## config.mk

```make
export PLATFORM = sky130hd
export DESIGN_NAME = screen_writer
export DESIGN_NICKNAME = d
export VERILOG_FILES = /design/src/rtl/screen_writer.sv
export SDC_FILE = /design/constraint.sdc
export NUM_CORES = 1
export LEC_CHECK = 0
export ABC_AREA = 1
export BUFFER_PORTS_ARGS = -buffer_cell sky130_fd_sc_hd__buf_2
export CAP_MARGIN = 20
export CELL_PAD_IN_SITES_DETAIL_PLACEMENT = 1
export CELL_PAD_IN_SITES_GLOBAL_PLACEMENT = 1
export CORE_MARGIN = 3
export CORE_UTILIZATION = 45
export DETAILED_ROUTE_END_ITERATION = 10
export PLACE_DENSITY_LB_ADDON = 0.1
export SYNTH_ARGS = -nofsm -noshare
export SYNTH_HDL_FRONTEND = slang
export SYNTH_SLANG_ARGS = --single-unit
```

## constraint.sdc

```tcl
create_clock -name clock -period 4.45 [get_ports clock]
set_clock_uncertainty 0.2 [all_clocks]
set_input_delay 0.2225 -clock clock [delete_from_list [all_inputs] [get_ports clock]]
set_output_delay 0.2225 -clock clock [all_outputs]
set_load 0.005 [all_outputs]
```

## src/rtl/screen_writer.sv

```systemverilog
// screen_writer
// Write-side controller for the text screen memory. Character codes arrive
// through a valid/ready handshake; printable codes are written at the cursor,
// a few control codes move the cursor, and rows / the whole screen are blanked
// with spaces as the cursor reaches them or after reset / form feed.
//
// Ports
//   clock        system clock, rising edge
//   reset_n      asynchronous active-low reset
//   char_valid   char_data holds a code to consume
//   char_data    character code
//   char_ready   a code can be accepted this cycle (state is IDLE)
//   wr_en        one-word write strobe into the character RAM
//   wr_addr      write address (row*COLS + col)
//   wr_data      write data
//   cursor_addr  current cursor address
//   busy         a row or screen clear is in progress
module screen_writer #(
  parameter int DATA_WIDTH = 7,
  parameter int ADDR_WIDTH = 11,
  parameter int COLS       = 80,
  parameter int ROWS       = 25
) (
  input  logic                  clock,
  input  logic                  reset_n,
  input  logic                  char_valid,
  input  logic [DATA_WIDTH-1:0] char_data,
  output logic                  char_ready,
  output logic                  wr_en,
  output logic [ADDR_WIDTH-1:0] wr_addr,
  output logic [DATA_WIDTH-1:0] wr_data,
  output logic [ADDR_WIDTH-1:0] cursor_addr,
  output logic                  busy
);

  // One extra bit so the counter can hold COLS*ROWS itself as the "done" mark.
  localparam int CW = ADDR_WIDTH + 1;

  localparam logic [ADDR_WIDTH-1:0] COLS_A     = ADDR_WIDTH'(COLS);
  localparam logic [ADDR_WIDTH-1:0] LAST_COL   = ADDR_WIDTH'(COLS - 1);
  localparam logic [ADDR_WIDTH-1:0] LAST_ROW   = ADDR_WIDTH'(ROWS - 1);
  localparam logic [CW-1:0]         ROW_END    = CW'(COLS);
  localparam logic [CW-1:0]         SCREEN_END = CW'(COLS * ROWS);

  localparam logic [DATA_WIDTH-1:0] SPACE   = DATA_WIDTH'(7'h20);
  localparam logic [DATA_WIDTH-1:0] TILDE   = DATA_WIDTH'(7'h7E);
  localparam logic [DATA_WIDTH-1:0] CODE_BS = DATA_WIDTH'(7'h08);
  localparam logic [DATA_WIDTH-1:0] CODE_LF = DATA_WIDTH'(7'h0A);
  localparam logic [DATA_WIDTH-1:0] CODE_FF = DATA_WIDTH'(7'h0C);
  localparam logic [DATA_WIDTH-1:0] CODE_CR = DATA_WIDTH'(7'h0D);

  typedef enum logic [1:0] {CLEAR_ALL, IDLE, CLEAR_ROW} state_t;

  state_t                state_q, state_d;
  logic [ADDR_WIDTH-1:0] col_q, col_d;
  logic [ADDR_WIDTH-1:0] row_q, row_d;
  logic [ADDR_WIDTH-1:0] row_base_q, row_base_d;
  logic [CW-1:0]         clr_cnt_q, clr_cnt_d;
  logic                  wr_en_q, wr_en_d;
  logic [ADDR_WIDTH-1:0] wr_addr_q, wr_addr_d;
  logic [DATA_WIDTH-1:0] wr_data_q, wr_data_d;
  logic [ADDR_WIDTH-1:0] cursor_addr_q, cursor_addr_d;
  logic                  char_ready_q, char_ready_d;
  logic                  busy_q, busy_d;

  logic                  transfer;
  logic                  printable;
  logic [ADDR_WIDTH-1:0] adv_row;
  logic [ADDR_WIDTH-1:0] adv_base;

  // The clear counter always names the next address to blank; a clear-starting
  // code issues address 0 of the clear itself, so the first blanking write lands
  // in the cycle right after the transfer. Every output is computed from the
  // next state so it is registered yet aligned with state: char_ready stays low
  // through the last clear write and rises one cycle later.
  always_comb begin
    state_d    = state_q;
    col_d      = col_q;
    row_d      = row_q;
    row_base_d = row_base_q;
    clr_cnt_d  = clr_cnt_q;
    wr_en_d    = 1'b0;
    wr_addr_d  = wr_addr_q;
    wr_data_d  = wr_data_q;

    transfer  = char_valid && char_ready_q;
    printable = (char_data >= SPACE) && (char_data <= TILDE);
    adv_row   = (row_q == LAST_ROW) ? '0 : row_q + ADDR_WIDTH'(1);
    adv_base  = (row_q == LAST_ROW) ? '0 : row_base_q + COLS_A;

    case (state_q)
      CLEAR_ALL: begin
        if (clr_cnt_q == SCREEN_END) begin
          state_d   = IDLE;
          clr_cnt_d = '0;
        end else begin
          wr_en_d   = 1'b1;
          wr_addr_d = clr_cnt_q[ADDR_WIDTH-1:0];
          wr_data_d = SPACE;
          clr_cnt_d = clr_cnt_q + CW'(1);
        end
      end

      CLEAR_ROW: begin
        if (clr_cnt_q == ROW_END) begin
          state_d   = IDLE;
          clr_cnt_d = '0;
        end else begin
          wr_en_d   = 1'b1;
          wr_addr_d = row_base_q + clr_cnt_q[ADDR_WIDTH-1:0];
          wr_data_d = SPACE;
          clr_cnt_d = clr_cnt_q + CW'(1);
        end
      end

      default: begin
        if (transfer) begin
          if (printable) begin
            wr_en_d   = 1'b1;
            wr_addr_d = row_base_q + col_q;
            wr_data_d = char_data;
            if (col_q == LAST_COL) begin
              // The character goes out first; the new row is blanked after it.
              col_d      = '0;
              row_d      = adv_row;
              row_base_d = adv_base;
              clr_cnt_d  = '0;
              state_d    = CLEAR_ROW;
            end else begin
              col_d = col_q + ADDR_WIDTH'(1);
            end
          end else begin
            case (char_data)
              CODE_LF: begin
                col_d      = '0;
                row_d      = adv_row;
                row_base_d = adv_base;
                wr_en_d    = 1'b1;
                wr_addr_d  = adv_base;
                wr_data_d  = SPACE;
                clr_cnt_d  = CW'(1);
                state_d    = CLEAR_ROW;
              end
              CODE_CR: begin
                col_d = '0;
              end
              CODE_BS: begin
                if (col_q != '0) begin
                  col_d     = col_q - ADDR_WIDTH'(1);
                  wr_en_d   = 1'b1;
                  wr_addr_d = row_base_q + col_q - ADDR_WIDTH'(1);
                  wr_data_d = SPACE;
                end
              end
              CODE_FF: begin
                col_d      = '0;
                row_d      = '0;
                row_base_d = '0;
                wr_en_d    = 1'b1;
                wr_addr_d  = '0;
                wr_data_d  = SPACE;
                clr_cnt_d  = CW'(1);
                state_d    = CLEAR_ALL;
              end
              default: begin
              end
            endcase
          end
        end
      end
    endcase

    char_ready_d  = (state_d == IDLE);
    busy_d        = (state_d != IDLE);
    cursor_addr_d = row_base_d + col_d;
  end

  always_ff @(posedge clock or negedge reset_n) begin
    if (!reset_n) begin
      state_q       <= CLEAR_ALL;
      col_q         <= '0;
      row_q         <= '0;
      row_base_q    <= '0;
      clr_cnt_q     <= '0;
      wr_en_q       <= 1'b0;
      wr_addr_q     <= '0;
      wr_data_q     <= '0;
      cursor_addr_q <= '0;
      char_ready_q  <= 1'b0;
      busy_q        <= 1'b1;
    end else begin
      state_q       <= state_d;
      col_q         <= col_d;
      row_q         <= row_d;
      row_base_q    <= row_base_d;
      clr_cnt_q     <= clr_cnt_d;
      wr_en_q       <= wr_en_d;
      wr_addr_q     <= wr_addr_d;
      wr_data_q     <= wr_data_d;
      cursor_addr_q <= cursor_addr_d;
      char_ready_q  <= char_ready_d;
      busy_q        <= busy_d;
    end
  end

  assign char_ready  = char_ready_q;
  assign wr_en       = wr_en_q;
  assign wr_addr     = wr_addr_q;
  assign wr_data     = wr_data_q;
  assign cursor_addr = cursor_addr_q;
  assign busy        = busy_q;

endmodule

```

==> flow_summary_export.csv <==
group,metric,value,unit
die,initial_utilization,46.4,%
yosys,synth_edf_count,0,
timing,finalCritPeriodShare,94.6,%
routing,dr.pass1.iters,5,
timing,rsz0062_at_grt,"false",
timing,setup_viol,0,
finish,diodes,0,
yosys,synth-seq-area-share,30.4,%
yosys,yosysTopAreaCell,"dfrtp_1",
worst_setup_path,worstSetupEndpointType,"flip-flop",
power,p_leak,3.63,nW
worst_setup_path,arrival,4.27,ns
timing,min_period,4.21,ns
yosys,yosys_warnings,0,
timing,finalMaxSlewViolations,0,
routing,drtIter0Drc,391,
yosys,synth.area.top_cells,"dfrtp_1 30%, nand2_1 12%, ha_1 7.7%",
yosys,async_flop_share,100,%
global_routing,grt_pass1_vias,7007,
global_routing,grt_pass1_wl,37.2,mm
finish,layout_commonest_cell,"nand2_1",
finish,final_util,51.6,%
die,die-area,16000,sq um
yosys,synth_area,6520,sq um
global_routing,gr-total-overflow,0,
yosys,yosys_most_used_dff,"dfrtp_1",
placed_design,dpl.hpwl,18.1,mm
timing,tightest_slew,0.655,ns
worst_setup_path,r2r_start,"col_q[6]",
routing,vias,6664,
yosys,synthCells,926,
routing,drc_errors,0,
worst_setup_path,start_kind,"primary input",
worst_hold_path,worstHoldStart,"char_data[2]",
die,die_w,126,microns
die,core,14000,sq um
yosys,yosys.cell_types.count,61,
global_routing,antenna_found_initial,0,
clock_tree,cts.clk_slew.worst_paths,0.06,ns
worst_hold_path,hold_path.class,"primary input to flip-flop",
placed_design,place_area,6910,sq um
clock_tree,postCtsSetupBuffers,0,
placed_design,port_buffers,41,
clock_tree,root_buffer,"clkbuf_16",
clock_tree,ctsHtreeMaxLevel,3,
status,status,"finished clean",
worst_setup_path,r2r_cells,18,
worst_setup_path,critPathKind,"primary input to flip-flop",
clock_tree,cts_buffers,9,
die,rows,43,
worst_setup_path,startpoint,"char_data[3]",
placed_design,gp_congestion,0.941,
worst_hold_path,hold_depth,3,
finish,final_cell_mix,"200 x nand2_1, 130 x inv_1, 85 x nor2_1",
die,io_pins,42,
worst_setup_path,worst-endpoint-required,4.51,ns
power,pwr_density_cell,208,nW/um^2
clock_tree,cts_buffer_depth,2,
clock_tree,clock_latency,0.36,ns
yosys,syn_avg_cell_area,7.04,sq um
yosys,synth_fp_nets,979,
finish,fin_cells,1161,
timing,hold_viol_final,0,
die,die_h,126,microns
timing,slew_headroom,56.0,%
placed_design,post-place-cells,1141,
timing,max_freq,0.238,GHz
yosys,yosysTopAreaCellShare,30.0,%
global_routing,grt_use_total,29.4,%
routing,ant_nets,0,
flow_run,max_cap_viol_count,0,
finish,design_area,7240,sq um
worst_setup_path,cp_max_fo,22,
routing,routedWlPerCell,19.6,microns
routing,routed_wl,22.8,mm
routing,avgViaCountPerCell,5.74,
power,vdd.ir_drop.worst,0.164,mV
global_routing,grt_start_max_net_pins,80,
yosys,ys_seq_elements,79,
timing,setup_tns,0,ns
finish,drive_gt1_share,11.6,%
clock_tree,cts_tree,"done",
clock_tree,clkSinkCount,79,
finish,nNetsFinal,1029,
finish,syn2layout_area_growth,11.2,%
path summary, 6_finish.rpt:
path | slack [ns] | end
setup / recovery | 0.24 | cursor_addr[8]
hold / removal | 0.03 | wr_data[2]
setup reg to reg | 0.38 | cursor_addr[8]
hold reg to reg | 0.29 | wr_addr[10]
max in group asynchronous | 3.33 | busy
min in group asynchronous | 0.06 | cursor_addr[0]
per-stage QoR:
step / hold WS (ns) / power (mW) / worst slack [ns]
6_report: 0.0257 / 1.50 / 0.241
2_1_floorplan: -0.273 / 0.763 / 1.09
3_3_place_gp: 0.264 / 0.793 / 0.660
4_1_cts: 0.0111 / 1.52 / 0.273
5_1_grt: 0.0515 / 1.55 / 0.0307
3_5_place_dp: 0.278 / 0.795 / 0.388
metal layers:
metal / GRT usage (%) / routed length [microns] / vias to the layer above
met5: 0 / 0 / -
met4: 9.84 / 478 / 0
met3: 3.54 / 1020 / 32
met2: 49.5 / 11000 / 160
met1: 39.3 / 10300 / 3278
li1: - / - / 3194
sequential cells by signal, indices dropped and copies added (netlist names):
name and count:
wr_en 1, cursor_addr 11, col_q 11, clr_cnt_q 12
wr_addr 11, row_base_q 11, row_q 11, char_ready 1
busy 1, state_q 2, wr_data 7
worst max-delay path: stages:
cell,delay [ns]
dlygate4sd3_1,0.52
buf_2,0.12
inv_1,0.07
nor3_2,0.20
nand4_2,0.19
nand2_4,0.30
inv_4,0.14
a21oi_4,0.27
a31oi_1,0.14
a21oi_1,0.20
ha_1,0.25
inv_1,0.09
fa_1,0.42
o31ai_1,0.37
nand3_1,0.14
nand2_1,0.12
a21oi_1,0.07
o21ai_0,0.22
xor2_1,0.22
cell usage after synthesis, drive strengths merged (2+ instances only):
cell type and count:
o21a 2, nand3b 5, o22ai 2, ha 40, nor3 37, or2 5, o31ai 3, nand4 19
nor4 6, a31oi 14, nand2 211, nor2 91, o211ai 4, a22oi 4, nor3b 3, clkbuf 2
a21oi 61, fa 3, xnor2 6, inv 139, dfrtp 78, a211oi 2, o2111ai 2, nand3 79
xor2 17, clkinv 3, buf 9, a2bb2oi 2, o21ai 68
cell type report:
type / instances / area [sq um]
Sequential cell: 79 / 1980
Multi-Input combinational cell: 694 / 3920
Inverter: 142 / 548
Tap cell: 180 / 225
Fill cell: 1863 / 6800
Timing Repair Buffer: 50 / 303
Clock inverter: 7 / 47.5
Clock buffer: 9 / 225
timing repair:
action | in CTS | in global routing
endpoints found under the hold margin | 80 | 0
hold buffers | 3 | 0
gates resized for setup | 0 | 0
cell families (layout without fill, tap and decap cells):
logic type	after synthesis	count (layout)	share of synthesized area [%]
and+or+nand+nor	458	458	33.4
xor gates and xnor gates	23	23	3.09
buffers and inverters	153	208	9.54
DFF	79	79	30.4
adders and majority gates	43	43	8.60
AOI/OAI and AO/OA	170	170	15.0
report_power, final:
group | internal, mW | leakage, nW | switching (mW)
Clock | 0.378 | 0.132 | 0.338
Sequential | 0.718 | 0.939 | 0
Combinational | 0.0188 | 2.56 | 0.0502
Note: power is estimated with default switching activity, not from simulation.
